### src/rtl/rv_ctrl_pkg.sv
// Shared encodings for the multicycle RV32I control unit: states, opcodes, ALU and mux selects.
// Latency: n/a (types and constants only).
// Backpressure: n/a.
package rv_ctrl_pkg;

    typedef enum logic [3:0] {
        S_FETCH    = 4'd0,
        S_DECODE   = 4'd1,
        S_MEMADR   = 4'd2,
        S_MEMREAD  = 4'd3,
        S_MEMWB    = 4'd4,
        S_MEMWRITE = 4'd5,
        S_EXECR    = 4'd6,
        S_EXECI    = 4'd7,
        S_ALUWB    = 4'd8,
        S_BRANCH   = 4'd9,
        S_JAL      = 4'd10,
        S_JALR     = 4'd11,
        S_UIMM     = 4'd12,
        S_TRAP     = 4'd13
    } state_t;

    localparam logic [6:0] OP_LOAD   = 7'b0000011;
    localparam logic [6:0] OP_STORE  = 7'b0100011;
    localparam logic [6:0] OP_R      = 7'b0110011;
    localparam logic [6:0] OP_I      = 7'b0010011;
    localparam logic [6:0] OP_BRANCH = 7'b1100011;
    localparam logic [6:0] OP_JAL    = 7'b1101111;
    localparam logic [6:0] OP_JALR   = 7'b1100111;
    localparam logic [6:0] OP_LUI    = 7'b0110111;
    localparam logic [6:0] OP_AUIPC  = 7'b0010111;

    localparam logic [1:0] ALUOP_ADD   = 2'b00;
    localparam logic [1:0] ALUOP_SUB   = 2'b01;
    localparam logic [1:0] ALUOP_FUNCT = 2'b10;

    localparam logic [3:0] ALU_ADD  = 4'd0;
    localparam logic [3:0] ALU_SUB  = 4'd1;
    localparam logic [3:0] ALU_AND  = 4'd2;
    localparam logic [3:0] ALU_OR   = 4'd3;
    localparam logic [3:0] ALU_XOR  = 4'd4;
    localparam logic [3:0] ALU_SLT  = 4'd5;
    localparam logic [3:0] ALU_SLTU = 4'd6;
    localparam logic [3:0] ALU_SLL  = 4'd7;
    localparam logic [3:0] ALU_SRL  = 4'd8;
    localparam logic [3:0] ALU_SRA  = 4'd9;

    localparam logic [2:0] IMM_I = 3'b000;
    localparam logic [2:0] IMM_S = 3'b001;
    localparam logic [2:0] IMM_B = 3'b010;
    localparam logic [2:0] IMM_U = 3'b011;
    localparam logic [2:0] IMM_J = 3'b100;

    localparam logic [1:0] RES_ALUOUT = 2'b00;
    localparam logic [1:0] RES_MEM    = 2'b01;
    localparam logic [1:0] RES_ALU    = 2'b10;

    localparam logic [1:0] SRCA_PC    = 2'b00;
    localparam logic [1:0] SRCA_OLDPC = 2'b01;
    localparam logic [1:0] SRCA_RS1   = 2'b10;
    localparam logic [1:0] SRCA_ZERO  = 2'b11;

    localparam logic [1:0] SRCB_RS2  = 2'b00;
    localparam logic [1:0] SRCB_IMM  = 2'b01;
    localparam logic [1:0] SRCB_FOUR = 2'b10;

endpackage

### src/rtl/alu_decoder.sv
// Maps alu_op plus funct3/funct7_5 onto the ALU operation code.
// Latency: combinational.
// Backpressure: none.
module alu_decoder
    import rv_ctrl_pkg::*;
#(
    parameter int ALUCTRL_W = 4
) (
    input  logic [1:0]           alu_op,
    input  logic [2:0]           funct3,
    input  logic                 funct7_5,
    input  logic                 op5,
    output logic [ALUCTRL_W-1:0] alu_control
);

    always_comb begin
        alu_control = ALUCTRL_W'(ALU_ADD);
        case (alu_op)
            ALUOP_SUB: alu_control = ALUCTRL_W'(ALU_SUB);
            ALUOP_FUNCT: begin
                case (funct3)
                    // instr[30] is part of the immediate for ADDI, so only R-type may select SUB
                    3'b000: alu_control = (op5 && funct7_5) ? ALUCTRL_W'(ALU_SUB) : ALUCTRL_W'(ALU_ADD);
                    3'b001: alu_control = ALUCTRL_W'(ALU_SLL);
                    3'b010: alu_control = ALUCTRL_W'(ALU_SLT);
                    3'b011: alu_control = ALUCTRL_W'(ALU_SLTU);
                    3'b100: alu_control = ALUCTRL_W'(ALU_XOR);
                    3'b101: alu_control = funct7_5 ? ALUCTRL_W'(ALU_SRA) : ALUCTRL_W'(ALU_SRL);
                    3'b110: alu_control = ALUCTRL_W'(ALU_OR);
                    default: alu_control = ALUCTRL_W'(ALU_AND);
                endcase
            end
            default: alu_control = ALUCTRL_W'(ALU_ADD);
        endcase
    end

endmodule

### src/rtl/mc_controller.sv
// Multicycle RV32I control FSM: sequences fetch/decode/execute/memory/writeback over a shared datapath.
// Latency: 3..5 cycles per instruction, plus one per mem_ready=0 cycle in FETCH/MEMREAD/MEMWRITE.
// Backpressure: memory requests are held constant until mem_ready is sampled high; reset drops them at once.
module mc_controller
    import rv_ctrl_pkg::*;
#(
    parameter int ALUCTRL_W = 4,
    parameter bit MEM_WAIT  = 1'b1
) (
    input  logic                 clk,
    input  logic                 rst_n,
    input  logic [6:0]           opcode,
    input  logic [2:0]           funct3,
    input  logic                 funct7_5,
    input  logic                 zero,
    input  logic                 lt,
    input  logic                 ltu,
    input  logic                 mem_ready,
    output logic                 mem_read,
    output logic                 mem_write,
    output logic                 adr_src,
    output logic                 ir_write,
    output logic                 pc_write,
    output logic                 reg_write,
    output logic [1:0]           result_src,
    output logic [1:0]           alu_src_a,
    output logic [1:0]           alu_src_b,
    output logic [2:0]           imm_src,
    output logic [ALUCTRL_W-1:0] alu_control,
    output logic                 illegal_instr,
    output logic [3:0]           state_o
);

    state_t     state_q, state_d;
    logic       illegal_q;
    logic       rdy;
    logic       mem_read_c, mem_write_c, ir_write_c, pc_write_c, reg_write_c;
    logic [1:0] alu_op;

    assign rdy = MEM_WAIT ? mem_ready : 1'b1;

    always_ff @(posedge clk or negedge rst_n) begin
        if (!rst_n) begin
            state_q   <= S_FETCH;
            illegal_q <= 1'b0;
        end else begin
            state_q <= state_d;
            if (state_d == S_TRAP)
                illegal_q <= 1'b1;
        end
    end

    always_comb begin
        state_d     = state_q;
        mem_read_c  = 1'b0;
        mem_write_c = 1'b0;
        ir_write_c  = 1'b0;
        pc_write_c  = 1'b0;
        reg_write_c = 1'b0;
        adr_src     = 1'b0;
        result_src  = RES_ALUOUT;
        alu_src_a   = SRCA_PC;
        alu_src_b   = SRCB_RS2;
        alu_op      = ALUOP_ADD;
        case (state_q)
            S_FETCH: begin
                mem_read_c = 1'b1;
                alu_src_b  = SRCB_FOUR;
                result_src = RES_ALU;
                ir_write_c = rdy;
                pc_write_c = rdy;
                if (rdy)
                    state_d = S_DECODE;
            end
            S_DECODE: begin
                alu_src_a = SRCA_OLDPC;
                alu_src_b = SRCB_IMM;
                case (opcode)
                    OP_LOAD, OP_STORE: state_d = S_MEMADR;
                    OP_R:              state_d = S_EXECR;
                    OP_I:              state_d = S_EXECI;
                    OP_BRANCH:         state_d = S_BRANCH;
                    OP_JAL:            state_d = S_JAL;
                    OP_JALR:           state_d = S_JALR;
                    OP_LUI, OP_AUIPC:  state_d = S_UIMM;
                    default:           state_d = S_TRAP;
                endcase
            end
            S_MEMADR: begin
                alu_src_a = SRCA_RS1;
                alu_src_b = SRCB_IMM;
                state_d   = opcode[5] ? S_MEMWRITE : S_MEMREAD;
            end
            S_MEMREAD: begin
                adr_src    = 1'b1;
                mem_read_c = 1'b1;
                if (rdy)
                    state_d = S_MEMWB;
            end
            S_MEMWB: begin
                result_src  = RES_MEM;
                reg_write_c = 1'b1;
                state_d     = S_FETCH;
            end
            S_MEMWRITE: begin
                adr_src     = 1'b1;
                mem_write_c = 1'b1;
                if (rdy)
                    state_d = S_FETCH;
            end
            S_EXECR, S_EXECI: begin
                alu_src_a = SRCA_RS1;
                alu_src_b = (state_q == S_EXECI) ? SRCB_IMM : SRCB_RS2;
                alu_op    = ALUOP_FUNCT;
                state_d   = S_ALUWB;
            end
            S_ALUWB: begin
                reg_write_c = 1'b1;
                state_d     = S_FETCH;
            end
            S_BRANCH: begin
                alu_src_a = SRCA_RS1;
                alu_op    = ALUOP_SUB;
                state_d   = S_FETCH;
                case (funct3)
                    3'b000:  pc_write_c = zero;
                    3'b001:  pc_write_c = ~zero;
                    3'b100:  pc_write_c = lt;
                    3'b101:  pc_write_c = ~lt;
                    3'b110:  pc_write_c = ltu;
                    3'b111:  pc_write_c = ~ltu;
                    default: state_d = S_TRAP;
                endcase
            end
            S_JAL: begin
                // PC takes the target already in ALUOut while the ALU forms the link value
                pc_write_c = 1'b1;
                alu_src_a  = SRCA_OLDPC;
                alu_src_b  = SRCB_FOUR;
                state_d    = S_ALUWB;
            end
            S_JALR: begin
                alu_src_a = SRCA_RS1;
                alu_src_b = SRCB_IMM;
                state_d   = S_JAL;
            end
            S_UIMM: begin
                alu_src_a = opcode[5] ? SRCA_ZERO : SRCA_OLDPC;
                alu_src_b = SRCB_IMM;
                state_d   = S_ALUWB;
            end
            S_TRAP:  state_d = S_TRAP;
            default: state_d = S_TRAP;
        endcase
    end

    always_comb begin
        case (opcode)
            OP_STORE:         imm_src = IMM_S;
            OP_BRANCH:        imm_src = IMM_B;
            OP_LUI, OP_AUIPC: imm_src = IMM_U;
            OP_JAL:           imm_src = IMM_J;
            default:          imm_src = IMM_I;
        endcase
    end

    alu_decoder #(.ALUCTRL_W(ALUCTRL_W)) u_alu_decoder (
        .alu_op      (alu_op),
        .funct3      (funct3),
        .funct7_5    (funct7_5),
        .op5         (opcode[5]),
        .alu_control (alu_control)
    );

    // state resets asynchronously to FETCH, so strobes are gated to keep memory idle during reset
    assign mem_read      = mem_read_c  & rst_n;
    assign mem_write     = mem_write_c & rst_n;
    assign ir_write      = ir_write_c  & rst_n;
    assign pc_write      = pc_write_c  & rst_n;
    assign reg_write     = reg_write_c & rst_n;
    assign illegal_instr = illegal_q;
    assign state_o       = state_q;

endmodule

### config.mk
export PLATFORM = sky130hd
export DESIGN_NAME = mc_controller
export DESIGN_NICKNAME = d
export VERILOG_FILES = /design/src/rtl/rv_ctrl_pkg.sv /design/src/rtl/alu_decoder.sv /design/src/rtl/mc_controller.sv
export SDC_FILE = /design/constraint.sdc
export NUM_CORES = 1
export LEC_CHECK = 0
export ABC_CLOCK_PERIOD_IN_PS = 1750
export CORE_ASPECT_RATIO = 0.8
export CORE_UTILIZATION = 40
export DETAILED_ROUTE_END_ITERATION = 7
export PLACE_DENSITY = 0.79
export SLEW_MARGIN = 10
export SYNTH_ARGS = -nofsm -noshare
export SYNTH_HDL_FRONTEND = slang
export SYNTH_SLANG_ARGS = --single-unit
### constraint.sdc
create_clock -name clk -period 1.75 [get_ports clk]
set_input_delay 0.2625 -clock clk [delete_from_list [all_inputs] [get_ports clk]]
set_output_delay 0.2625 -clock clk [all_outputs]
set_load 0.01 [all_outputs]
==> results of run 1 <==
what timing repair did:
item                       CTS
gates cloned                 1
pin swaps                   16
setup buffers               12
gates resized for setup    118
setup endpoints to repair   21
hold buffers                 0
synthesized netlist by cell type, types with 3 or more instances:
| cell type | count | share of area |
|---|---|---|
| a21oi_1 | 5 | 0.030 |
| a31oi_1 | 4 | 0.030 |
| buf_2 | 4 | 0.024 |
| clkbuf_1 | 3 | 0.013 |
| dfrtp_1 | 5 | 0.15 |
| inv_1 | 8 | 0.035 |
| nand2_1 | 8 | 0.035 |
| nand2b_1 | 8 | 0.059 |
| nand4b_1 | 3 | 0.031 |
| nor2_1 | 9 | 0.040 |
| nor2b_1 | 4 | 0.030 |
| nor3_1 | 4 | 0.024 |
| o21ai_0 | 4 | 0.024 |
| o21ai_1 | 3 | 0.018 |
| xnor2_1 | 3 | 0.031 |
kinds of logic after synthesis:
group	synth area share
simple gates	0.420
compound gates	0.263
buf+inv	0.0857
flops	0.148
xor+xnor	0.0310
mux	0.0236
fa+ha+maj	0.0295
metrics by stage:
step,cells,setup TNS (ns),hold slack [ns],setup slack [ns],utilization
3_3_place_gp,208,-5.39,0.446,-0.510,0.782
4_1_cts,225,-0.717,0.381,-0.210,0.921
2_1_floorplan,118,-0.0390,-0.0331,-0.0390,-
3_5_place_dp,208,-6.17,0.460,-0.538,0.782
==> metrics.md, run 1 <==
| Metric | Value |
|---|---|
| RePlAce Congestion | `0.805` |
| Initial Utilization | `0.436` |
| Average size of a mapped cell | `7.18 µm²` |
| DP Area | `0.00152 mm²` |
| Max Buffers Root-to-Sink | `2` |
| Post-Syn Area | `roughly 850 µm²` |
| Depth of the CTS H-tree | `1` |
| Flops & latches, synth | `5` |
| Clk root buf | `clkbuf_4` |
| Ys async rst share | `1.00` |
| Sequential area share after synthesis | `0.148` |
| WEP type | `top-level output` |
| Primary FF master, synth | `dfrtp_1` |
| Failed at | `global routing` |
| Post-Syn Instances | `118` |
| Post-synth EDFFs | `0` |
| Synth cell types | `45` |
| # clock sinks | `5` |
| CTS Buf Count | `3` |
| Error | `[ERROR DPL-0038] Utilization greater than 100%, impossible to legalize` |
| Pin count of the biggest net entering global routing | `17` |
| Net Count, Synth | `between 100 and 150` |
| Status | `did not finish` |
| Detailed Place HPWL | `2310 µm` |
| I/O pin count | `41` |
| Ys Warns | `0` |
| Die width | `~53 µm` |
| Placement Rows | `14` |
| Die height | `43.2 µm` |
| Worst endpoint, post-GRT repair | `alu_control[2]` |
| PortBufs | `40` |
==> run 2: changes to the inputs <==
--- a/config.mk
+++ b/config.mk
@@ -6,10 +6,10 @@
 export NUM_CORES = 1
 export LEC_CHECK = 0
 export ABC_CLOCK_PERIOD_IN_PS = 1750
-export CORE_ASPECT_RATIO = 0.8
-export CORE_UTILIZATION = 40
+export CORE_AREA = 2 2 63 65
 export DETAILED_ROUTE_END_ITERATION = 7
-export PLACE_DENSITY = 0.79
+export DIE_AREA = 0 0 65 67
+export PLACE_DENSITY_LB_ADDON = 0.15
 export SLEW_MARGIN = 10
 export SYNTH_ARGS = -nofsm -noshare
 export SYNTH_HDL_FRONTEND = slang
==> metrics.md, run 2 <==
| Metric | Value |
|---|---|
| RSZ-0062 raised after global routing | `true` |
| Layout cells sized above 1 | `0.485` |
| Post-Synth XOR/XNOR Area | `0.0310 (unchanged)` |
| Net Count, Synth | `137 (unchanged)` |
| Max Buffers Root-to-Sink | `2 (unchanged)` |
| Power density cells | `1160 mW/mm²` |
| GR Layer Usage met2 | `0.296` |
| Worst Path Max Fanout | `4` |
| Hold Fails Final Rpt | `0` |
| Synth cell types | `45 (unchanged)` |
| Worst Reg-to-Reg Cells | `6` |
| Depth of the CTS H-tree | `1 (unchanged)` |
| RR Endpoint | `illegal_instr$_DFFE_PN0N_` |
| Initial drt markers | `37` |
| Vias in the first global route | `1225` |
| Synth Area in Adders | `0.0295 (unchanged)` |
| DIE AREA | `0.00436 mm²` |
| Clk root buf | `clkbuf_8` |
| Global-route wire length before repair | `around 5500 µm` |
| Drt drc | `0` |
| Leakage | `0.000902 µW` |
| Worst Tran Pin Value | `0.369 ns` |
| Non-filler cells, final | `roughly 250` |
| Max_cap viols | `0` |
| CTS clock-pin slew for the worst setup and hold paths | `0.04 ns` |
| Period utilisation layout | `1.06` |
| Core area | `0.00361 mm²` |
| PortBufs | `40 (unchanged)` |
| Commonest non-fill, non-tap cell in the layout | `buf_4` |
| Avg WL per Cell | `14.2 µm` |
| Achievable Freq | `539 MHz` |
| Pre-antenna DRT Iters | `6` |
| Startpoint Class | `flip-flop` |
| Crit path kind | `reg -> out` |
| I/O pin count | `41 (unchanged)` |
| Final wirelength | `3520 µm` |
| Average size of a mapped cell | `7.18 µm² (unchanged)` |
| # clock sinks | `5 (unchanged)` |
| Die height | `67 µm (+55%)` |
| Post-synth top area cell | `dfrtp_1` |
| Mux contribution to synthesized area | `0.0236 (unchanged)` |
| Detailed Place HPWL | `2400 µm (+3.9%)` |
| Sequential area share after synthesis | `0.148 (unchanged)` |
| Main combinational cell family by area after synthesis | `simple AND/OR/NAND/NOR gates` |
| Final setup violation count | `7` |
| CTS Buf Count | `3 (unchanged)` |
| Initial Utilization | `0.235 (-0.201)` |
| Pin count of the biggest net entering global routing | `17` |
| Via Count | `1239` |
| Req. time, crit path | `roughly 1.5 ns` |
| Antenna Nets Post-Route | `0` |
| Gr usage total | `0.157` |
| Ys async rst share | `1.00 (unchanged)` |
| Share of the synthesized area in the top cell type | `0.148 (unchanged)` |
| Setup ws final | `-0.106 ns` |
| Primary FF master, synth | `dfrtp_1` |
| Worst r2r src | `state_o[3]$_DFF_PN0_` |
| Total Nets Final | `220` |
| Clock Skew | `0.000898 ns` |
| Failing checks | `setup timing` |
| CP Capture Type | `output pin` |
| M3 GR Usage | `0.0186` |
| Tmin final | `between 1.5 and 2 ns` |
| Hold Crit Class | `in -> async` |
| Post-synth EDFFs | `0 (unchanged)` |
| Simple-Gate Fraction of Synth Area | `0.419 (unchanged)` |
| Busiest metal layer after global routing | `met2` |
| Dpl ws | `-0.581 ns (-0.0431 ns)` |
| Ranking of synthesized cells by area | `dfrtp_1 (15%), nand2b_1 (5.9%), nor2_1 (4.0%)` |
| Max FFs per register | `4` |
| Max Transition Viols Final | `0` |
| Setup slack, reg-to-reg | `-0.09 ns` |
| Top-count cell post-synth | `nor2_1` |
| Worst rel slew slack | `0.752` |
| Worst skew pair latency | `0.22 ns` |
| VDD IR max | `between 600 and 700 µV` |
| GRT overflow | `0` |
| Post-Syn Instances | `118 (unchanged)` |
| Placement Rows | `22 (+8)` |
| Status | `complete, but fails checks` |
| Area grow syn2layout | `116%` |
| Via-per-instance ratio | `5.00` |
| Critical Path AT | `approximately 1.6 ns` |
| Most frequent cells after synthesis | `nor2_1 (9), inv_1 (8), nand2_1 (8), nand2b_1 (8)` |
| Ys Warns | `0 (unchanged)` |
| Antenna cells | `0` |
| RePlAce Congestion | `0.781 (-2.9%)` |
| Die width | `65 µm (+22%)` |
| Placed Instances | `232 (+12%)` |
| Most frequent cells in the layout | `buf_4 (35), dlygate4sd2_1 (12), clkdlybuf4s50_1 (10)` |
| Initial antenna violation count | `0` |
| Met1 Resource Use GR | `0.185` |
| Flops & latches, synth | `5 (unchanged)` |
| Compound-Gate Fraction of Synth Area | `0.263 (unchanged)` |
| CTS tree | `done` |
| Post-Syn Area | `847 µm² (unchanged)` |
## run 2: where the power goes
part | internal, µW | total, µW | switching [µW]
Sequential | 154 | 197 | 42.8
Clock | 156 | 213 | 56.2
Combinational | 904 | 1720 | 813
Total | 1210 | 2130 | 912
## run 2: metrics by stage
| stage | area [µm²] | setup TNS (ns) | power (µW) | hold slack [ns] | util |
|---|---|---|---|---|---|
| after floorplan | 871 | -0.0390 | 827 | -0.0331 | - |
| after global placement | 1550 | -5.87 | 1510 | 0.454 | 0.430 |
| after detailed placement | 1550 | -6.06 | 1520 | 0.460 | 0.430 |
| after CTS | 1690 | -0.714 | 1820 | 0.400 | 0.467 |
| after global routing | 1830 | -1.10 | 2280 | 0.411 | 0.508 |
| final | 1830 | -0.427 | 2130 | 0.395 | 0.508 |
## run 2: how the worst max path moves through the flow
stage / from / end / slack (ns)
3_3_place_gp: opcode[5] / alu_control[0] / -0.53
3_5_place_dp: opcode[5] / alu_control[0] / -0.58
5_1_grt: state_o[3]$_DFF_PN0_ / alu_control[2] / -0.22
6_report: state_o[3]$_DFF_PN0_ / alu_control[2] / -0.11
4_1_cts: state_o[2]$_DFF_PN0_ / mem_read / -0.19
2_1_floorplan: state_o[1]$_DFF_PN0_ / alu_control[2] / -0.04
## run 2: worst max-delay path: stages (launching register included)
cell	delay [ns]
dfrtp_2	0.42
nor2b_2	0.20
nand2_2	0.09
ha_4	0.24
nor4bb_4	0.25
buf_2	0.16
## run 2: area by class of cell
type	count	area, µm²
Clock buffer	4	45.0
Fill cell	373	1770
Inverter	8	30.0
Multi-Input combinational cell	96	823
Sequential cell	5	126
Tap cell	48	60.1
Timing Repair Buffer	87	747
## run 2: cell families after synthesis
family          count (synthesis)
xor+xnor                        3
fa+ha+maj                       2
simple gates                   58
flops                           5
buf+inv                        17
mux                             2
compound gates                 31
## run 2: timing repair
| action | in CTS | in global routing |
|---|---|---|
| hold buffers | 0 | 0 |
| endpoints found under the setup margin | 23 | 20 |
| setup buffers | 5 | 7 |
| resized for setup | 80 | 39 |
| cloned | 1 | 1 |
| pin swaps | 18 | 16 |
## run 2: per-layer routing
| layer | up-vias | wire, µm |
|---|---|---|
| met3 | 4 | 131 |
| met2 | 42 | 1810 |
| met5 | - | 0 |
| met1 | 592 | 1570 |
| li1 | 601 | - |
| met4 | 0 | 16 |
No activity file was read; power rests on OpenSTA's default activity.
==> run 3: changes to the inputs <==
--- a/config.mk
+++ b/config.mk
@@ -5,6 +5,7 @@
 export SDC_FILE = /design/constraint.sdc
 export NUM_CORES = 1
 export LEC_CHECK = 0
+export ABC_AREA = 1
 export ABC_CLOCK_PERIOD_IN_PS = 1750
 export CORE_AREA = 2 2 63 65
 export DETAILED_ROUTE_END_ITERATION = 7
==> metrics.md, run 3 <==
| Metric | Value |
|---|---|
| Worst r2r src | `state_o[0]$_DFF_PN0_` |
| Clk root buf | `clkbuf_8` |
| Post-Syn Instances | `142 (+20%)` |
| Placement Rows | `22 (unchanged)` |
| Final Instance Area | `0.00173 mm² (-5.8%)` |
| Max Transition Viols Final | `0 (unchanged)` |
| Compound-Gate Fraction of Synth Area | `0.166 (-0.0968)` |
| Pin count of the biggest net entering global routing | `7 (-10)` |
| I/O pin count | `41 (unchanged)` |
| Worst rel slew slack | `0.832 (+0.0804)` |
| Initial antenna violation count | `0 (unchanged)` |
| Net Sw Frac | `0.242 (-0.187)` |
| Req. time, crit path | `1.49 ns (about the same)` |
| Setup_tns | `-0.293 ns (+0.134 ns)` |
| Failing checks | `setup timing` |
| Most frequent cells in the layout | `buf_4 (52), nand2_1 (30), inv_1 (18), nor2_1 (18), clkdlybuf4s50_1 (17)` |
| CTS Buf Count | `3 (unchanged)` |
| Ys Warns | `0 (unchanged)` |
| Final setup violation count | `5 (-2)` |
| Sequential area share after synthesis | `0.164 (+0.0168)` |
| Max_cap viols | `0 (unchanged)` |
| VDD IR max | `367 µV (-42%)` |
| Antenna cells | `0 (unchanged)` |
| Via Count | `1227 (-0.97%)` |
| Crit path kind | `reg -> out` |
| PortBufs | `40 (unchanged)` |
| Initial Utilization | `0.211 (-0.0239)` |
| Clock Skew | `0.00293 ns (+0.00203 ns)` |
| RePlAce Congestion | `0.816 (+4.4%)` |
| Core area | `0.00361 mm² (unchanged)` |
| Area grow syn2layout | `127%` |
| Worst setup startpoint | `state_o[2]$_DFF_PN0_` |
| Layout cells sized above 1 | `0.485 (about the same)` |
| Max Buffers Root-to-Sink | `2 (unchanged)` |
| Most frequent cells after synthesis | `nand2_1 (34), inv_1 (25), nor2_1 (23)` |
| CP endpoint | `alu_control[2]` |
| Ys async rst share | `1.00 (unchanged)` |
| Synth cell types | `22 (-51%)` |
| Critical Path AT | `1.62 ns (+0.03 ns)` |
| Achievable Freq | `530 MHz (-1.6%)` |
| Post-Synth XOR/XNOR Area | `0 (-0.0310)` |
| Ranking of synthesized cells by area | `nand2_1 (17%), dfrtp_1 (16%), inv_1 (12%)` |
| Worst Path Max Fanout | `4 (unchanged)` |
| Status | `complete, but fails checks` |
| Via-per-instance ratio | `4.25 (-15%)` |
| Synth Area in Adders | `0.0329 (+0.00335)` |
| # clock sinks | `5 (unchanged)` |
| Max FFs per register | `4 (unchanged)` |
| Share of power burned in registers | `0.262 (+0.169)` |
| Sequential cell area | `126 µm² (unchanged)` |
| Hold Crit Class | `in -> async` |
| Post-synth top area cell | `nand2_1` |
| Depth of the CTS H-tree | `1 (unchanged)` |
| GRT overflow | `0 (unchanged)` |
| Total Nets Final | `261 (+19%)` |
| Power density cells | `258 mW/mm² (-78%)` |
| Top-count cell post-synth | `nand2_1` |
| CP Capture Type | `output pin` |
| Antenna Nets Post-Route | `0 (unchanged)` |
| Average size of a mapped cell | `5.36 µm² (-25%)` |
| Setup slack, reg-to-reg | `0.12 ns (+0.21 ns)` |
| Clock Power Share | `0.485 (+0.385)` |
| Tmin final | `1.89 ns (+0.0298 ns)` |
| Worst Tran Pin Value | `0.249 ns (-0.120 ns)` |
| Main combinational cell family by area after synthesis | `simple AND/OR/NAND/NOR gates` |
| Die height | `67 µm (unchanged)` |
| Worst Reg-to-Reg Cells | `9 (+3)` |
| Avg WL per Cell | `11.2 µm (-21%)` |
| Int Pwr | `337 µW (-72%)` |
| Worst skew pair latency | `0.22 ns (about the same)` |
| Final wirelength | `3240 µm (-8.1%)` |
| Simple-Gate Fraction of Synth Area | `0.498 (+0.0789)` |
| CTS clock-pin slew for the worst setup and hold paths | `0.04 ns (about the same)` |
| Post-synth EDFFs | `0 (unchanged)` |
| Post-Syn Area | `761 µm² (-10%)` |
| Drt drc | `0 (unchanged)` |
| Net Count, Synth | `161 (+18%)` |
| DP Area | `0.00160 mm² (+3.0%)` |
| DIE AREA | `0.00436 mm² (unchanged)` |
| Gr usage total | `0.152 (-0.00483)` |
| Pre-antenna DRT Iters | `4 (-2)` |
| RSZ-0062 raised after global routing | `true` |
| Leakage | `0.000947 µW (+5.0%)` |
| Combinational Power Share | `0.253 (-0.554)` |
| Initial drt markers | `15 (-59%)` |
| Vias in the first global route | `1298 (+6.0%)` |
| Multi-input gate area | `656 µm² (-20%)` |
| Startpoint Class | `flip-flop` |
| Setup ws final | `-0.136 ns (-0.0298 ns)` |
| Period utilisation layout | `1.08 (+0.0171)` |
| Die width | `65 µm (unchanged)` |
| Dpl ws | `-0.590 ns (-0.00922 ns)` |
| Mux contribution to synthesized area | `0 (-0.0236)` |
| Sw power | `108 µW (-88%)` |
| Global-route wire length before repair | `5210 µm (-5.2%)` |
| Share of the synthesized area in the top cell type | `0.168 (+0.0201)` |
| Commonest non-fill, non-tap cell in the layout | `buf_4` |
| Hold Fails Final Rpt | `0 (unchanged)` |
| RR Endpoint | `illegal_instr$_DFFE_PN0N_` |
| Fill count | `387 (+3.8%)` |
| Flops & latches, synth | `5 (unchanged)` |
| Detailed Place HPWL | `2550 µm (+6.1%)` |
| Primary FF master, synth | `dfrtp_1` |
| CTS tree | `done` |
[run 3: stage by stage]
stage	hold slack, ns	power, µW	util	std cells
final	0.327	445	0.478	289
after floorplan	-0.0331	146	-	142
after global routing	0.346	472	0.478	289
after CTS	0.326	453	0.472	288
after global placement	0.447	228	0.443	280
after detailed placement	0.470	231	0.443	280
[run 3: metal layers]
layer | up-vias | routed length (µm) | track usage
li1 | 648 | - | -
met3 | 5 | 186 | 0.0236
met1 | 536 | 1440 | 0.165
met5 | - | 0 | 0
met4 | 0 | 38 | 0.0479
met2 | 38 | 1580 | 0.298
[run 3: kinds of logic after synthesis]
group | after synthesis
DFF | 5
AOI/OAI and AO/OA | 22
adders and majority gates | 2
and+or+nand+nor | 85
buffers and inverters | 28
[run 3: worst max-delay path, cell delays in order (launching register included)]
cell	delay, ns
dfrtp_1	0.39
inv_2	0.14
nand2_4	0.07
nor2_4	0.10
inv_2	0.05
ha_4	0.22
nor2_4	0.10
o21ai_1	0.07
a21oi_1	0.11
buf_2	0.15
[run 3: worst min path at each step]
stage,startpoint,to,slack [ns],cells past startpoint
2_1_floorplan,rst_n,illegal_instr$_DFFE_PN0N_,-0.03,0
3_3_place_gp,illegal_instr$_DFFE_PN0N_,illegal_instr$_DFFE_PN0N_,0.45,2
3_5_place_dp,illegal_instr$_DFFE_PN0N_,illegal_instr$_DFFE_PN0N_,0.47,2
4_1_cts,rst_n,state_o[1]$_DFF_PN0_,0.33,2
5_1_grt,rst_n,state_o[3]$_DFF_PN0_,0.35,2
6_report,rst_n,state_o[3]$_DFF_PN0_,0.33,2
[run 3: cell type report]
cell class,instances,share of cell area
inverters,28,0.0638
clock buffers,4,0.0261
repair buffers,95,0.422
flip-flops and latches,5,0.0732
well taps,48,0.0348
multi-input cells,109,0.380
[run 3: what timing repair did]
item	in CTS	in global routing
endpoints found under the setup margin	19	19
resized for setup	80	36
pin swaps	7	6
hold buffers	0	0
setup buffers	6	2
[run 3: power groups by stage]
stage          Clock [µW]  Sequential (µW)  Combinational, µW
4_1_cts               225              116                112
3_5_place_dp            0              118                113
2_1_floorplan           0              118               28.6
5_1_grt               232              116                124
3_3_place_gp            0              118                111
6_report              216              116                113
